--- src/rtl/drv_fifo_pkg.sv ---
// Shared definitions for the driver-side packet FIFO: default sizes, the
// drop counter width and the occupancy width helper.
package drv_fifo_pkg;

   localparam int def_pckg_sz   = 40;
   localparam int def_deep_fifo = 8;
   localparam int drop_cnt_w    = 8;

   // Request seen on a clock edge, encoded as {push, pop}.
   typedef enum logic [1:0] {
      op_idle = 2'b00,
      op_pop  = 2'b01,
      op_push = 2'b10,
      op_both = 2'b11
   } op_e;

   // Occupancy must represent 0..depth inclusive, hence one extra bit.
   function automatic int occ_width(input int depth);
      return $clog2(depth) + 1;
   endfunction

endpackage

--- src/rtl/drv_fifo_if.sv ---
// Handshake bundle between the packet driver (master) and the FIFO (slave).
interface drv_fifo_if
   import drv_fifo_pkg::*;
#(
   parameter int pckg_sz   = def_pckg_sz,
   parameter int deep_fifo = def_deep_fifo
);

   logic                              push;
   logic [pckg_sz-1:0]                D_push;
   logic                              pop;
   logic [pckg_sz-1:0]                D_pop;
   logic                              pndng;
   logic                              full;
   logic [occ_width(deep_fifo)-1:0]   count;
   logic                              ovf;
   logic                              unf;
   logic [drop_cnt_w-1:0]             drop_cnt;
   logic                              clr_flags;

   modport master (
      output push, D_push, pop, clr_flags,
      input  D_pop, pndng, full, count, ovf, unf, drop_cnt
   );

   modport slave (
      input  push, D_push, pop, clr_flags,
      output D_pop, pndng, full, count, ovf, unf, drop_cnt
   );

endinterface

--- src/rtl/drv_fifo_sat_counter.sv ---
// Saturating up-counter with synchronous clear; an increment in the same
// cycle as a clear restarts the count at one.
module sat_counter
   import drv_fifo_pkg::*;
#(
   parameter int width = drop_cnt_w
) (
   input  logic             clk,
   input  logic             reset,
   input  logic             clr,
   input  logic             inc,
   output logic [width-1:0] value
);

   logic [width-1:0] value_r;
   logic [width-1:0] value_nxt_s;

   // Next-count selection: clear, increment, or hold at all-ones.
   always_comb begin
      value_nxt_s = value_r;
      if (inc) begin
         if (clr) begin
            value_nxt_s = width'(1);
         end else if (value_r == {width{1'b1}}) begin
            value_nxt_s = value_r;
         end else begin
            value_nxt_s = value_r + width'(1);
         end
      end else if (clr) begin
         value_nxt_s = {width{1'b0}};
      end else begin
         value_nxt_s = value_r;
      end
   end

   // Count register.
   always_ff @(posedge clk or posedge reset) begin
      if (reset) begin
         value_r <= {width{1'b0}};
      end else begin
         value_r <= value_nxt_s;
      end
   end

   assign value = value_r;

endmodule

--- src/rtl/drv_fifo.sv ---
// First-word-fall-through circular FIFO between a packet driver and the DUT,
// with sticky overflow/underflow flags and a saturating drop counter.
module drv_fifo
   import drv_fifo_pkg::*;
#(
   parameter int pckg_sz   = def_pckg_sz,
   parameter int deep_fifo = def_deep_fifo
) (
   input  logic        clk,
   input  logic        reset,
   drv_fifo_if.slave   bus
);

   localparam int ptr_w = $clog2(deep_fifo);
   localparam int cnt_w = occ_width(deep_fifo);

   logic [pckg_sz-1:0] mem_r [deep_fifo];
   logic [ptr_w-1:0]   wr_ptr_r;
   logic [ptr_w-1:0]   rd_ptr_r;
   logic [cnt_w-1:0]   count_r;
   logic               ovf_r;
   logic               unf_r;

   op_e                op_s;
   logic               pndng_s;
   logic               full_s;
   logic               do_wr_s;
   logic               do_rd_s;
   logic               ovf_evt_s;
   logic               unf_evt_s;
   logic [cnt_w-1:0]   count_nxt_s;
   logic               ovf_nxt_s;
   logic               unf_nxt_s;

   assign op_s    = op_e'({bus.push, bus.pop});
   assign pndng_s = (count_r != cnt_w'(0));
   assign full_s  = (count_r == cnt_w'(deep_fifo));

   // Decide which side moves this edge; a pop on a full buffer frees the
   // slot the simultaneous push lands in, so no overflow is raised then.
   always_comb begin
      do_wr_s     = 1'b0;
      do_rd_s     = 1'b0;
      ovf_evt_s   = 1'b0;
      unf_evt_s   = 1'b0;
      count_nxt_s = count_r;
      case (op_s)
         op_idle: begin
            count_nxt_s = count_r;
         end
         op_push: begin
            if (full_s) begin
               ovf_evt_s = 1'b1;
            end else begin
               do_wr_s     = 1'b1;
               count_nxt_s = count_r + cnt_w'(1);
            end
         end
         op_pop: begin
            if (pndng_s) begin
               do_rd_s     = 1'b1;
               count_nxt_s = count_r - cnt_w'(1);
            end else begin
               unf_evt_s = 1'b1;
            end
         end
         op_both: begin
            do_wr_s = 1'b1;
            if (pndng_s) begin
               do_rd_s = 1'b1;
            end else begin
               unf_evt_s   = 1'b1;
               count_nxt_s = count_r + cnt_w'(1);
            end
         end
         default: begin
            count_nxt_s = count_r;
         end
      endcase
   end

   // Sticky flags: a new event wins over a same-cycle clear.
   always_comb begin
      if (ovf_evt_s) begin
         ovf_nxt_s = 1'b1;
      end else if (bus.clr_flags) begin
         ovf_nxt_s = 1'b0;
      end else begin
         ovf_nxt_s = ovf_r;
      end
      if (unf_evt_s) begin
         unf_nxt_s = 1'b1;
      end else if (bus.clr_flags) begin
         unf_nxt_s = 1'b0;
      end else begin
         unf_nxt_s = unf_r;
      end
   end

   // Pointers, occupancy and flags; depth is a power of two so the
   // pointers wrap by natural overflow.
   always_ff @(posedge clk or posedge reset) begin
      if (reset) begin
         wr_ptr_r <= {ptr_w{1'b0}};
         rd_ptr_r <= {ptr_w{1'b0}};
         count_r  <= {cnt_w{1'b0}};
         ovf_r    <= 1'b0;
         unf_r    <= 1'b0;
      end else begin
         if (do_wr_s) begin
            wr_ptr_r <= wr_ptr_r + ptr_w'(1);
         end else begin
            wr_ptr_r <= wr_ptr_r;
         end
         if (do_rd_s) begin
            rd_ptr_r <= rd_ptr_r + ptr_w'(1);
         end else begin
            rd_ptr_r <= rd_ptr_r;
         end
         count_r <= count_nxt_s;
         ovf_r   <= ovf_nxt_s;
         unf_r   <= unf_nxt_s;
      end
   end

   // Storage is deliberately not reset; the output gate hides stale words.
   always_ff @(posedge clk) begin
      if (do_wr_s) begin
         mem_r[wr_ptr_r] <= bus.D_push;
      end
   end

   sat_counter #(.width(drop_cnt_w)) u_drop_cnt (
      .clk   (clk),
      .reset (reset),
      .clr   (bus.clr_flags),
      .inc   (ovf_evt_s),
      .value (bus.drop_cnt)
   );

   assign bus.D_pop = pndng_s ? mem_r[rd_ptr_r] : {pckg_sz{1'b0}};
   assign bus.pndng = pndng_s;
   assign bus.full  = full_s;
   assign bus.count = count_r;
   assign bus.ovf   = ovf_r;
   assign bus.unf   = unf_r;

endmodule

--- src/flat_wrapper.sv ---
// flat-port wrapper written by rule: the top's interface ports become plain ports
module drv_fifo_flat import drv_fifo_pkg::*;
#(
   parameter int pckg_sz   = def_pckg_sz,
   parameter int deep_fifo = def_deep_fifo
)
  (clk, reset, bus_push, bus_D_push, bus_pop, bus_clr_flags, bus_D_pop, bus_pndng, bus_full, bus_count, bus_ovf, bus_unf, bus_drop_cnt);
  drv_fifo_if #(.pckg_sz(pckg_sz), .deep_fifo(deep_fifo)) bus_i ();
  input  logic clk;
  input  logic reset;
  input wire logic [$bits(bus_i.push)-1:0] bus_push;
  input wire logic [$bits(bus_i.D_push)-1:0] bus_D_push;
  input wire logic [$bits(bus_i.pop)-1:0] bus_pop;
  input wire logic [$bits(bus_i.clr_flags)-1:0] bus_clr_flags;
  output wire logic [$bits(bus_i.D_pop)-1:0] bus_D_pop;
  output wire logic [$bits(bus_i.pndng)-1:0] bus_pndng;
  output wire logic [$bits(bus_i.full)-1:0] bus_full;
  output wire logic [$bits(bus_i.count)-1:0] bus_count;
  output wire logic [$bits(bus_i.ovf)-1:0] bus_ovf;
  output wire logic [$bits(bus_i.unf)-1:0] bus_unf;
  output wire logic [$bits(bus_i.drop_cnt)-1:0] bus_drop_cnt;
  assign bus_i.push = bus_push;
  assign bus_i.D_push = bus_D_push;
  assign bus_i.pop = bus_pop;
  assign bus_i.clr_flags = bus_clr_flags;
  assign bus_D_pop = bus_i.D_pop;
  assign bus_pndng = bus_i.pndng;
  assign bus_full = bus_i.full;
  assign bus_count = bus_i.count;
  assign bus_ovf = bus_i.ovf;
  assign bus_unf = bus_i.unf;
  assign bus_drop_cnt = bus_i.drop_cnt;
  drv_fifo #(.pckg_sz(pckg_sz), .deep_fifo(deep_fifo)) u_core (.clk(clk), .reset(reset), .bus(bus_i));
endmodule
--- config.mk ---
export PLATFORM = sky130hd
export DESIGN_NAME = drv_fifo_flat
export DESIGN_NICKNAME = d
export VERILOG_FILES = /design/src/rtl/drv_fifo_pkg.sv /design/src/rtl/drv_fifo_if.sv /design/src/rtl/drv_fifo_sat_counter.sv /design/src/rtl/drv_fifo.sv /design/src/flat_wrapper.sv
export SDC_FILE = /design/constraint.sdc
export NUM_CORES = 1
export LEC_CHECK = 0
export ABC_AREA = 1
export CELL_PAD_IN_SITES_DETAIL_PLACEMENT = 1
export CELL_PAD_IN_SITES_GLOBAL_PLACEMENT = 1
export CORE_ASPECT_RATIO = 1.1
export CORE_MARGIN = 4
export CORE_UTILIZATION = 40
export CTS_CLUSTER_DIAMETER = 200
export DETAILED_ROUTE_END_ITERATION = 10
export PLACE_DENSITY = 0.75
export RECOVER_POWER = 50
export SYNTH_ARGS = -nofsm -noshare
export SYNTH_HDL_FRONTEND = slang
export SYNTH_SLANG_ARGS = --single-unit
--- constraint.sdc ---
create_clock -name clk -period 3.4 [get_ports clk]
set_input_delay 0.85 -clock clk [delete_from_list [all_inputs] [get_ports clk]]
set_output_delay 0.85 -clock clk [all_outputs]
set_load 0.005 [all_outputs]
==> impl_metrics.env <==
export IMPL_status="complete, but fails checks"
export IMPL_failed_checks="setup timing"
export IMPL_grt_pass1_wl_mm=57.1
export IMPL_synth_top_family_by_area="simple AND/OR/NAND/NOR gates"
export IMPL_cp_startpoint="u_core.bus.count[2]"
export IMPL_power_density_mw_per_mm2=903
export IMPL_wl_per_cell_um=21.5
export IMPL_drt_total_wl_mm=37.3
export IMPL_grtUsageTotal_pct=19.5
export IMPL_gr_total_overflow=0
export IMPL_drv_cap=0
export IMPL_reg2reg_slack_ns=1.09
export IMPL_tns_ns=-0.0473
export IMPL_yosys_area_share_simple_pct=11.6
export IMPL_synth_fa_ha_area_share_pct=0.362
export IMPL_rsz0062_at_grt="yes"
export IMPL_syn_nets=1196
export IMPL_area_growth_pct=23.7
export IMPL_muxShareOfSynthArea_pct=0.0814
export IMPL_relSlewSlack_pct=51.2
export IMPL_r2r_end="u_core.mem_r[7][3]"
export IMPL_drv_slew=0
export IMPL_grt_pass1_vias=10300
export IMPL_antenna_left=0
export IMPL_synthCells=1147
export IMPL_hpwlAfterDp_mm=21.2
export IMPL_multi_input_area_sq_mm=0.00335
export IMPL_drc=0
export IMPL_ys_warn_count=0
export IMPL_gp_congestion=0.759
export IMPL_ys_ff_latch=340
export IMPL_tightest_slew_ns=0.731
export IMPL_async_flop_share_pct=5.88
export IMPL_clk_latency_ns=0.53
export IMPL_synthTopCellsByArea="edfxtp_1 69%, nor2_1 9.0%, o21ai_1 5.7%"
export IMPL_core_area_sq_mm=0.0342
export IMPL_synth_avg_cell_area_sq_um=12.1
export IMPL_fill_cells=3454
export IMPL_yosysTopAreaCell="edfxtp_1"
export IMPL_setup_slack_ns=-0.0352
export IMPL_synthXorXnorAreaFrac_pct=0.443
export IMPL_row_count=71
export IMPL_cts_buffer_depth=3
export IMPL_critPathKind="flop to output port"
export IMPL_r2r_cells=9
export IMPL_utilization_pct=50.0
export IMPL_cts_sinks=340
export IMPL_cp_endpoint="bus_D_pop[13]"
export IMPL_initialDrtViolationCount=673
export IMPL_ys_flop_type="edfxtp_1"
export IMPL_r2r_start="u_core.bus.count[0]"
export IMPL_start_kind="flop"
export IMPL_peakVddDrop_uv=542
export IMPL_synth_commonest_cells="332 x nor2_1, 320 x edfxtp_1, 158 x o21ai_1"
export IMPL_setup_viol_count_final=2
export IMPL_synth_compound_area_share_pct=10.9
export IMPL_die_area_sq_mm=0.0376
export IMPL_yosysMostFrequentCell="nor2_1"
export IMPL_yosysSeqAreaShare_pct=73.1
export IMPL_grt_max_degree=49
export IMPL_clk_pin_slew_ns=0.06
export IMPL_cp_arrival_ns=2.59
export IMPL_finalPower_mw=15.5
export IMPL_period_share_pct=101
export IMPL_clock_skew_ns=0.0150
export IMPL_h_tree_depth=2
export IMPL_yosysTopAreaCellShare_pct=69.5
export IMPL_cts_hold_buffers=0
export IMPL_placed_cells=1654
export IMPL_die_x_um=185
export IMPL_crit_fanout=21
export IMPL_n_antenna_cell=0
export IMPL_die_y_um=203
export IMPL_portBuffers=100
export IMPL_drive_gt1_share_pct=10.7
export IMPL_nets=1322
export IMPL_drt_pass1_iterations=4
export IMPL_hp_class="flop to flop"
export IMPL_netlist_area_sq_mm=0.0138
export IMPL_antenna_found_initial=1
export IMPL_initial_core_util_pct=40.4
export IMPL_cts_root_buf="clkbuf_16"
export IMPL_leakagePower_nw=6.04
export IMPL_end_kind="output port"
export IMPL_regArea_sq_mm=0.0101
export IMPL_vias_per_cell=5.44
export IMPL_synth_edf_count=320
export IMPL_required_ns=2.55
export IMPL_cts_inserted_buffers=36
export IMPL_clock_fmax_mhz=291
export IMPL_cts_tree="yes"
export IMPL_final_hold_viol_count=0
export IMPL_io_pin_count=101
export IMPL_finalCriticalPeriod_ns=3.44
export IMPL_synth_cell_types=36
export IMPL_stdcell_count=1736
export IMPL_routed_via_count=9447
[worst min path at each step]
| stage | from | endpoint | slack (ns) | depth (start not counted) |
|---|---|---|---|---|
| detailed placement | u_core.bus.ovf | u_core.bus.ovf | 0.48 | 2 |
| floorplan | u_core.bus.ovf | u_core.bus.ovf | 0.47 | 2 |
| global route | u_core.bus.ovf | u_core.bus.ovf | 0.53 | 2 |
| CTS | u_core.bus.ovf | u_core.bus.ovf | 0.49 | 2 |
| global placement | u_core.bus.ovf | u_core.bus.ovf | 0.46 | 2 |
| finish | u_core.bus.ovf | u_core.bus.ovf | 0.49 | 2 |
[sequential cells by signal (all words and copies together), names as in the netlist]
signal / cells
u_core.bus.unf: 1
u_core.rd_ptr_r: 3
u_core.wr_ptr_r: 3
u_core.bus.ovf: 1
u_core.u_drop_cnt.value: 8
u_core.mem_r: 320
u_core.bus.count: 4
[power breakdown]
part           switching [mW]  internal (mW)  leakage [nW]  total [mW]
logic                    3.57           2.57          2.33        6.15
registers               0.309           5.19          3.16        5.50
clock network            1.56           2.24         0.548        3.80
total                    5.45           10.0          6.04        15.5
[placed cells by master (no fill, tap or decap), types with 2 or more instances in the layout]
master | synthesis | final
dfrtp_4 | 0 | 2
clkinv_2 | 1 | 3
nand3_4 | 1 | 2
dfrtp_1 | 20 | 17
inv_6 | 1 | 2
nand4_1 | 3 | 3
buf_16 | 0 | 6
clkbuf_16 | 0 | 39
xor2_1 | 6 | 6
clkbuf_1 | 25 | 8
nor2_2 | 2 | 11
nor2_4 | 2 | 10
o21ai_2 | 1 | 4
dlygate4sd2_1 | 0 | 9
nand2_2 | 3 | 2
o21bai_1 | 2 | 2
dlygate4sd3_1 | 0 | 42
nor2_1 | 332 | 315
edfxtp_1 | 320 | 320
buf_4 | 2 | 23
inv_2 | 3 | 4
inv_1 | 20 | 19
dlymetal6s2s_1 | 0 | 18
buf_8 | 1 | 3
o21ai_1 | 158 | 162
nand3_1 | 12 | 12
o21ai_0 | 135 | 128
bufbuf_16 | 0 | 2
nand2_1 | 44 | 45
ha_1 | 4 | 4
clkdlybuf4s50_1 | 0 | 31
buf_12 | 0 | 15
clkinv_1 | 1 | 12
o211ai_1 | 2 | 2
bufinv_16 | 0 | 3
[worst max-delay path: stages (launching register included)]
cell,delay (ns)
dfrtp_1,0.44
inv_1,0.31
nand3_4,0.45
o21ai_1,0.30
nor2_1,0.10
clkdlybuf4s50_1,0.45
[layout make-up]
| class | instances | share of cell area (%) |
|---|---|---|
| well taps | 438 | 3.20 |
| repair buffers | 153 | 10.8 |
| multi-input cells | 716 | 19.6 |
| clock buffers | 45 | 5.65 |
| flip-flops and latches | 340 | 59.2 |
| clock inverters | 18 | 0.929 |
| inverters | 26 | 0.651 |
[through the flow]
| stage | area (sq um) | worst slack, ns | hold slack (ns) |
|---|---|---|---|
| after floorplan | 13800 | -0.0190 | 0.474 |
| after global placement | 15600 | 0.336 | 0.462 |
| after detailed placement | 15600 | 0.242 | 0.476 |
| after CTS | 16900 | -0.0274 | 0.492 |
| after global routing | 17100 | -0.124 | 0.526 |
| final | 17100 | -0.0352 | 0.486 |
[what timing repair did]
| item | in CTS | in global routing |
|---|---|---|
| setup buffers | 12 | 1 |
| resized for setup | 26 | 39 |
| endpoints found under the setup margin | 41 | 32 |
| cloned | 4 | 2 |
| pin swaps | 13 | 15 |
[logic make-up (layout without fill, tap and decap cells)]
kind of cell               Yosys count  after routing
AOI/OAI and AO/OA                  299            299
xor gates and xnor gates             7              7
adders and majority gates            4              4
buffers and inverters               92            242
DFF                                340            340
muxes                                1              1
and+or+nand+nor                    404            405
[layer usage]
metal  part of all wire [%]  global-route usage [%]
met3                    4.9                    3.12
met1                     41                    25.4
met2                     52                    33.6
met4                    2.3                    5.66
met5                      0                       0
No activity file was read; power rests on OpenSTA's default activity.
